**config.mk**
```make
export PLATFORM = sky130hd
export DESIGN_NAME = watch_seg_scan
export DESIGN_NICKNAME = d
export VERILOG_FILES = /design/src/rtl/watch_disp_pkg.sv /design/src/rtl/bcd_to_seg7.sv /design/src/rtl/watch_seg_scan.sv
export SDC_FILE = /design/constraint.sdc
export NUM_CORES = 1
export LEC_CHECK = 0
export BUFFER_PORTS_ARGS = -buffer_cell sky130_fd_sc_hd__buf_2
export CAP_MARGIN = 20
export CELL_PAD_IN_SITES_DETAIL_PLACEMENT = 0
export CELL_PAD_IN_SITES_GLOBAL_PLACEMENT = 2
export CORE_MARGIN = 4
export CORE_UTILIZATION = 39
export CTS_CLUSTER_SIZE = 14
export DETAILED_ROUTE_END_ITERATION = 6
export GPL_TIMING_DRIVEN = 0
export HOLD_SLACK_MARGIN = 0.1
export PLACE_DENSITY_LB_ADDON = 0.1
export SLEW_MARGIN = 30
export SYNTH_ARGS = -nofsm -noshare
export SYNTH_HDL_FRONTEND = slang
export SYNTH_SLANG_ARGS = --single-unit
```
**constraint.sdc**
```tcl
create_clock -name clk -period 5.75 [get_ports clk]
set_clock_uncertainty 0.15 [all_clocks]
set_input_delay 0.575 -clock clk [delete_from_list [all_inputs] [get_ports clk]]
set_output_delay 0.575 -clock clk [all_outputs]
set_load 0.1 [all_outputs]
```
**src/rtl/watch_disp_pkg.sv**
```systemverilog
// Shared constants for the watch display path: segment codes, digit slots and
// calibration-state encodings.
package watch_disp_pkg;

    // Active-low {g,f,e,d,c,b,a}
    localparam logic [6:0] SEG_0     = 7'h40;
    localparam logic [6:0] SEG_1     = 7'h79;
    localparam logic [6:0] SEG_2     = 7'h24;
    localparam logic [6:0] SEG_3     = 7'h30;
    localparam logic [6:0] SEG_4     = 7'h19;
    localparam logic [6:0] SEG_5     = 7'h12;
    localparam logic [6:0] SEG_6     = 7'h02;
    localparam logic [6:0] SEG_7     = 7'h78;
    localparam logic [6:0] SEG_8     = 7'h00;
    localparam logic [6:0] SEG_9     = 7'h10;
    localparam logic [6:0] SEG_DASH  = 7'h3F;
    localparam logic [6:0] SEG_BLANK = 7'h7F;

    localparam logic [1:0] DIG_ML = 2'd0;
    localparam logic [1:0] DIG_MH = 2'd1;
    localparam logic [1:0] DIG_HL = 2'd2;
    localparam logic [1:0] DIG_HH = 2'd3;

    localparam logic [2:0] ST_RUN    = 3'd0;
    localparam logic [2:0] ST_CAL_ML = 3'd1;
    localparam logic [2:0] ST_CAL_MH = 3'd2;
    localparam logic [2:0] ST_CAL_HL = 3'd3;
    localparam logic [2:0] ST_CAL_HH = 3'd4;

endpackage

```
**src/rtl/bcd_to_seg7.sv**
```systemverilog
// BCD digit to active-low 7-segment pattern; non-decimal codes show a dash.
module bcd_to_seg7
    import watch_disp_pkg::*;
(
    input  logic [3:0] bcd,
    output logic [6:0] seg
);

    always_comb begin
        seg = SEG_DASH;
        case (bcd)
            4'd0:    seg = SEG_0;
            4'd1:    seg = SEG_1;
            4'd2:    seg = SEG_2;
            4'd3:    seg = SEG_3;
            4'd4:    seg = SEG_4;
            4'd5:    seg = SEG_5;
            4'd6:    seg = SEG_6;
            4'd7:    seg = SEG_7;
            4'd8:    seg = SEG_8;
            4'd9:    seg = SEG_9;
            default: seg = SEG_DASH;
        endcase
    end

endmodule

```
**src/rtl/watch_seg_scan.sv**
```systemverilog
// Four-digit multiplexed 7-segment driver for the watch: frame-held digits,
// calibration blink and a seconds colon on the hour-units decimal point.
module watch_seg_scan
    import watch_disp_pkg::*;
#(
    parameter logic [25:0] CLK_FRE  = 26'd50_000_000,
    parameter int unsigned SCAN_HZ  = 1000,
    parameter int unsigned BLINK_HZ = 2
) (
    input  logic       clk,
    input  logic       rstn,
    input  logic [3:0] hour_h_i,
    input  logic [3:0] hour_l_i,
    input  logic [3:0] minutes_h_i,
    input  logic [3:0] minutes_l_i,
    input  logic       second_led_i,
    input  logic [2:0] state_flag_i,
    output logic [3:0] seg_sel,
    output logic [7:0] seg_data
);

    localparam int unsigned SCAN_DIV   = 32'(CLK_FRE) / SCAN_HZ;
    localparam int unsigned BLINK_HALF = 32'(CLK_FRE) / (2 * BLINK_HZ);
    localparam int unsigned SCAN_W     = (SCAN_DIV > 1) ? $clog2(SCAN_DIV) : 1;
    localparam int unsigned BLINK_W    = (BLINK_HALF > 1) ? $clog2(BLINK_HALF) : 1;

    logic [SCAN_W-1:0]  scan_cnt;
    logic [1:0]         digit_idx;
    logic [3:0]         sh_hh, sh_hl, sh_mh, sh_ml;
    logic [2:0]         state_q;
    logic               second_q;
    logic [BLINK_W-1:0] blink_cnt;
    logic               blink_off;

    logic       tick;
    logic [3:0] cur_bcd;
    logic [6:0] cur_seg;
    logic       cal;
    logic       blank;
    logic       dp;
    logic [7:0] data_nxt;

    assign tick = (scan_cnt == SCAN_W'(SCAN_DIV - 1));

    // Select the shadow digit for the active slot and build its pattern
    always_comb begin
        cur_bcd = sh_ml;
        case (digit_idx)
            DIG_ML:  cur_bcd = sh_ml;
            DIG_MH:  cur_bcd = sh_mh;
            DIG_HL:  cur_bcd = sh_hl;
            DIG_HH:  cur_bcd = sh_hh;
            default: cur_bcd = sh_ml;
        endcase
    end

    bcd_to_seg7 u_dec (
        .bcd (cur_bcd),
        .seg (cur_seg)
    );

    always_comb begin
        cal   = (state_q >= ST_CAL_ML) && (state_q <= ST_CAL_HH);
        blank = cal && blink_off && (digit_idx == 2'(state_q - 3'd1));
        dp    = 1'b1;
        if (digit_idx == DIG_HL) begin
            dp = cal ? 1'b0 : ~second_q;
        end
        data_nxt = blank ? {1'b1, SEG_BLANK} : {dp, cur_seg};
    end

    always_ff @(posedge clk) begin
        if (!rstn) begin
            scan_cnt  <= '0;
            digit_idx <= DIG_ML;
            sh_hh     <= 4'd0;
            sh_hl     <= 4'd0;
            sh_mh     <= 4'd0;
            sh_ml     <= 4'd0;
            state_q   <= ST_RUN;
            second_q  <= 1'b0;
            blink_cnt <= '0;
            blink_off <= 1'b0;
            seg_sel   <= 4'hF;
            seg_data  <= 8'hFF;
        end else begin
            scan_cnt <= tick ? '0 : scan_cnt + SCAN_W'(1);
            if (tick) begin
                digit_idx <= digit_idx + 2'd1;
                // Latch a whole frame at once so a changing time never tears
                if (digit_idx == DIG_HH) begin
                    sh_hh <= hour_h_i;
                    sh_hl <= hour_l_i;
                    sh_mh <= minutes_h_i;
                    sh_ml <= minutes_l_i;
                end
            end

            state_q  <= state_flag_i;
            second_q <= second_led_i;

            // A new calibration step always begins in the visible phase
            if (state_flag_i != state_q) begin
                blink_cnt <= '0;
                blink_off <= 1'b0;
            end else if (blink_cnt == BLINK_W'(BLINK_HALF - 1)) begin
                blink_cnt <= '0;
                blink_off <= ~blink_off;
            end else begin
                blink_cnt <= blink_cnt + BLINK_W'(1);
            end

            seg_sel  <= ~(4'b0001 << digit_idx);
            seg_data <= data_nxt;
        end
    end

endmodule

```
==> reports/metrics.cfg <==
[global_route]
grt_max_degree=13
use_met2_pct=24.1
met3_usage_pct=3.69
grt.total_usage_pct=15.0
grt_pass1_wl_um=12500
grt_util_met1_pct=19.7
grt_pass1_vias=2680
grt-busiest-layer=met2
gr-total-overflow=0
antenna_found_initial=0

[critical_path]
setup.worst_path.start_class=flop
cp.required_ps=5880
reg2reg_depth=8
rr_endpoint=seg_data[3]
crit_buf_inv=3
crit_path_end_kind=flop
slowest_delay_ps=740
path_class=flop to flop
crit_path_cell_trace=inv_1, ha_1, clkbuf_1, a21oi_1, a22o_1, clkinv_1, or4b_2, nand4_1
cpMaxStageDelayCell=or4b_2
path_max_fanout=9
cp_top_family=simple AND/OR/NAND/NOR gates
reg2reg_slack_ps=3160
worstReg2RegStart=digit_idx[0]
startpoint=digit_idx[0]
worstPathArrival_ps=2720

[drt]
drt_iter0_drc=94
first_pass_iters=4
wirelength_um=7210
vias=2784
postRouteAntennaNets=0
wl_per_cell_um=13.5
drc=0
routed_via_density=5.21

[final_layout]
area_growth_pct=15.8
finish.utilization_pct=47.5
antenna_cells=0
final_cells=534
fin_area_mm2=0.00398
nets=458
drive_above_1_share_pct=15.2

[logic_synthesis]
async_flop_share_pct=0
synth_fp_nets=414
ys_seq_area_share_pct=43.7
synth_cell_types=53
ys_warn_count=0
synth_area_per_cell_um2=9.04
postSynthCellCount=380
synth_edf_count=0
netlist_area_mm2=0.00344
ys_seq_elements=75
ys.flop_type=dfxtp_1

[sta]
hold_viol=0
rsz0062_at_grt=false
finalSetupTns_ps=0
timing.fmax_ghz=0.386
drv_slew=0
slew_headroom_pct=54.6
setup_viol=0
final_period_minus_worst_setup_slack_ps=2590
tightest_slew_ps=673
setup_ws_ps=3160
finalCritPeriodShare_pct=45.0
holdWs_ps=287

[die]
rows=33
core_mm2=0.00838
pin_count=34
die_h_um=102
dieArea_mm2=0.0104
die_w_um=102
initial_core_util_pct=41.0

[clocking]
clockRootBuffer=clkbuf_8
cts_hold_buf=0
clock_sinks=75
clkTransAtPathRegs_ps=80
clk_path_buf_depth=2
cts_resized=0
post_cts_buffers=0
cts_tree=yes
cts.htree.levels=3
worstSkewPairLatency_ps=350
numCtsBuffers=9

[worst_hold_path]
whs_endpoint=blink_cnt[0]
hold_depth=1
hp-start=blink_cnt[0]
hp-class=flop to flop

[placed_design]
placed_area_mm2=0.00373
place_congestion=0.728
place_inst=518
pre_cts_slack_ps=3160
post-dp-hpwl_um=5220
port_buffers=33

[power]
ir_drop_uv=129
cellLeakagePower_nw=1.39
power_mw=1.07
powerDensity_mw_per_mm2=268

[run_status]
status=completed

[job]
maxCapViolCount=0

report_power, final:
group	internal [mW]	switching [mW]
Clock	0.292	0.193
Sequential	0.525	0.00396
Combinational	0.0163	0.0363
cell type report:
cell class / count / area (um^2)
clock inverter: 3 / 67.6
inverter: 18 / 67.6
tap: 105 / 131
sequential: 75 / 1500
clock buffer: 13 / 179
fill: 837 / 4400
buffer: 18 / 96.3
multi-input combinational: 269 / 1770
timing repair buffer: 33 / 165
cells by family (layout without fill, tap and decap cells):
| logic type | after synthesis | after routing | share of synthesized area [%] |
|---|---|---|---|
| flip-flops | 75 | 75 | 43.7 |
| XOR/XNOR | 31 | 31 | 7.90 |
| multiplexers | 4 | 4 | 1.20 |
| AND/OR/NAND/NOR | 146 | 146 | 23.9 |
| buffers and inverters | 36 | 85 | 4.77 |
| adder cells (fa/ha/maj) | 12 | 12 | 4.37 |
| AO/OA/AOI/OAI | 76 | 76 | 14.2 |
placed cells by master (no fill, tap or decap), drive strengths merged, types with 2 or more instances in the layout:
cell type,netlist,routed
o31ai,4,4
nor2,30,30
nand2b,3,3
a222oi,3,3
dfxtp,75,75
ha,12,12
bufinv,0,2
or3,8,8
nand4,14,14
a22oi,2,2
mux2i,3,3
o21ai,27,27
nor3,5,5
or4b,3,3
and3,6,6
clkbuf,11,24
and4,5,5
nor4,3,3
a21oi,14,14
o41ai,2,2
xnor2,14,14
a211oi,2,2
nand2,19,19
nand3,31,31
a21boi,17,17
xor2,17,17
or4,5,5
and2,8,8
nor4bb,2,2
buf,7,40
inv,17,17
worst max-delay path by stage:
stage	endpoint	slack (ps)	depth (start not counted)
5_1_grt	blink_cnt[2]	2890	7
6_report	seg_data[3]	3160	8
2_1_floorplan	seg_data[3]	3460	8
3_5_place_dp	blink_cnt[8]	3160	7
4_1_cts	blink_cnt[2]	3150	7
3_3_place_gp	seg_data[3]	3170	8
flip-flops by register name, indices dropped and copies added (netlist names):
| name | cells |
|---|---|
| blink_cnt | 24 |
| scan_cnt | 16 |
| seg_data | 8 |
| seg_sel | 4 |
| sh_hh | 4 |
| sh_hl | 4 |
| sh_mh | 4 |
| sh_ml | 4 |
| state_q | 3 |
| digit_idx | 2 |
| blink_off | 1 |
| second_q | 1 |
Yosys cell counts (2+ instances only):
master | count | area share, %
a211oi_1 | 2 | 0.44
a21boi_0 | 8 | 1.7
a21boi_1 | 9 | 2.0
a21oi_1 | 14 | 2.0
a222oi_1 | 3 | 0.87
a22oi_1 | 2 | 0.44
and2_1 | 8 | 1.5
and3_1 | 6 | 1.1
and4_1 | 5 | 1.3
buf_2 | 2 | 0.29
buf_4 | 2 | 0.44
clkbuf_1 | 11 | 1.2
dfxtp_1 | 75 | 44
ha_1 | 12 | 4.4
inv_1 | 17 | 1.9
mux2i_1 | 3 | 0.87
nand2_1 | 18 | 2.0
nand2b_1 | 3 | 0.55
nand3_1 | 31 | 4.5
nand4_1 | 14 | 2.5
nor2_1 | 30 | 3.3
nor3_1 | 5 | 0.73
nor4_1 | 2 | 0.36
nor4bb_1 | 2 | 0.58
o21ai_0 | 19 | 2.8
o21ai_1 | 7 | 1.0
o31ai_1 | 4 | 0.87
o41ai_1 | 2 | 0.51
or3_1 | 8 | 1.5
or4_1 | 4 | 0.87
xnor2_1 | 14 | 3.6
xor2_1 | 17 | 4.3
metal layers:
layer	wire length, um	part of all wire [%]
met1	3640	50
met2	3240	45
met3	220	3.1
met4	110	1.5
met5	0	0
Power figures use the tool's default switching activity.
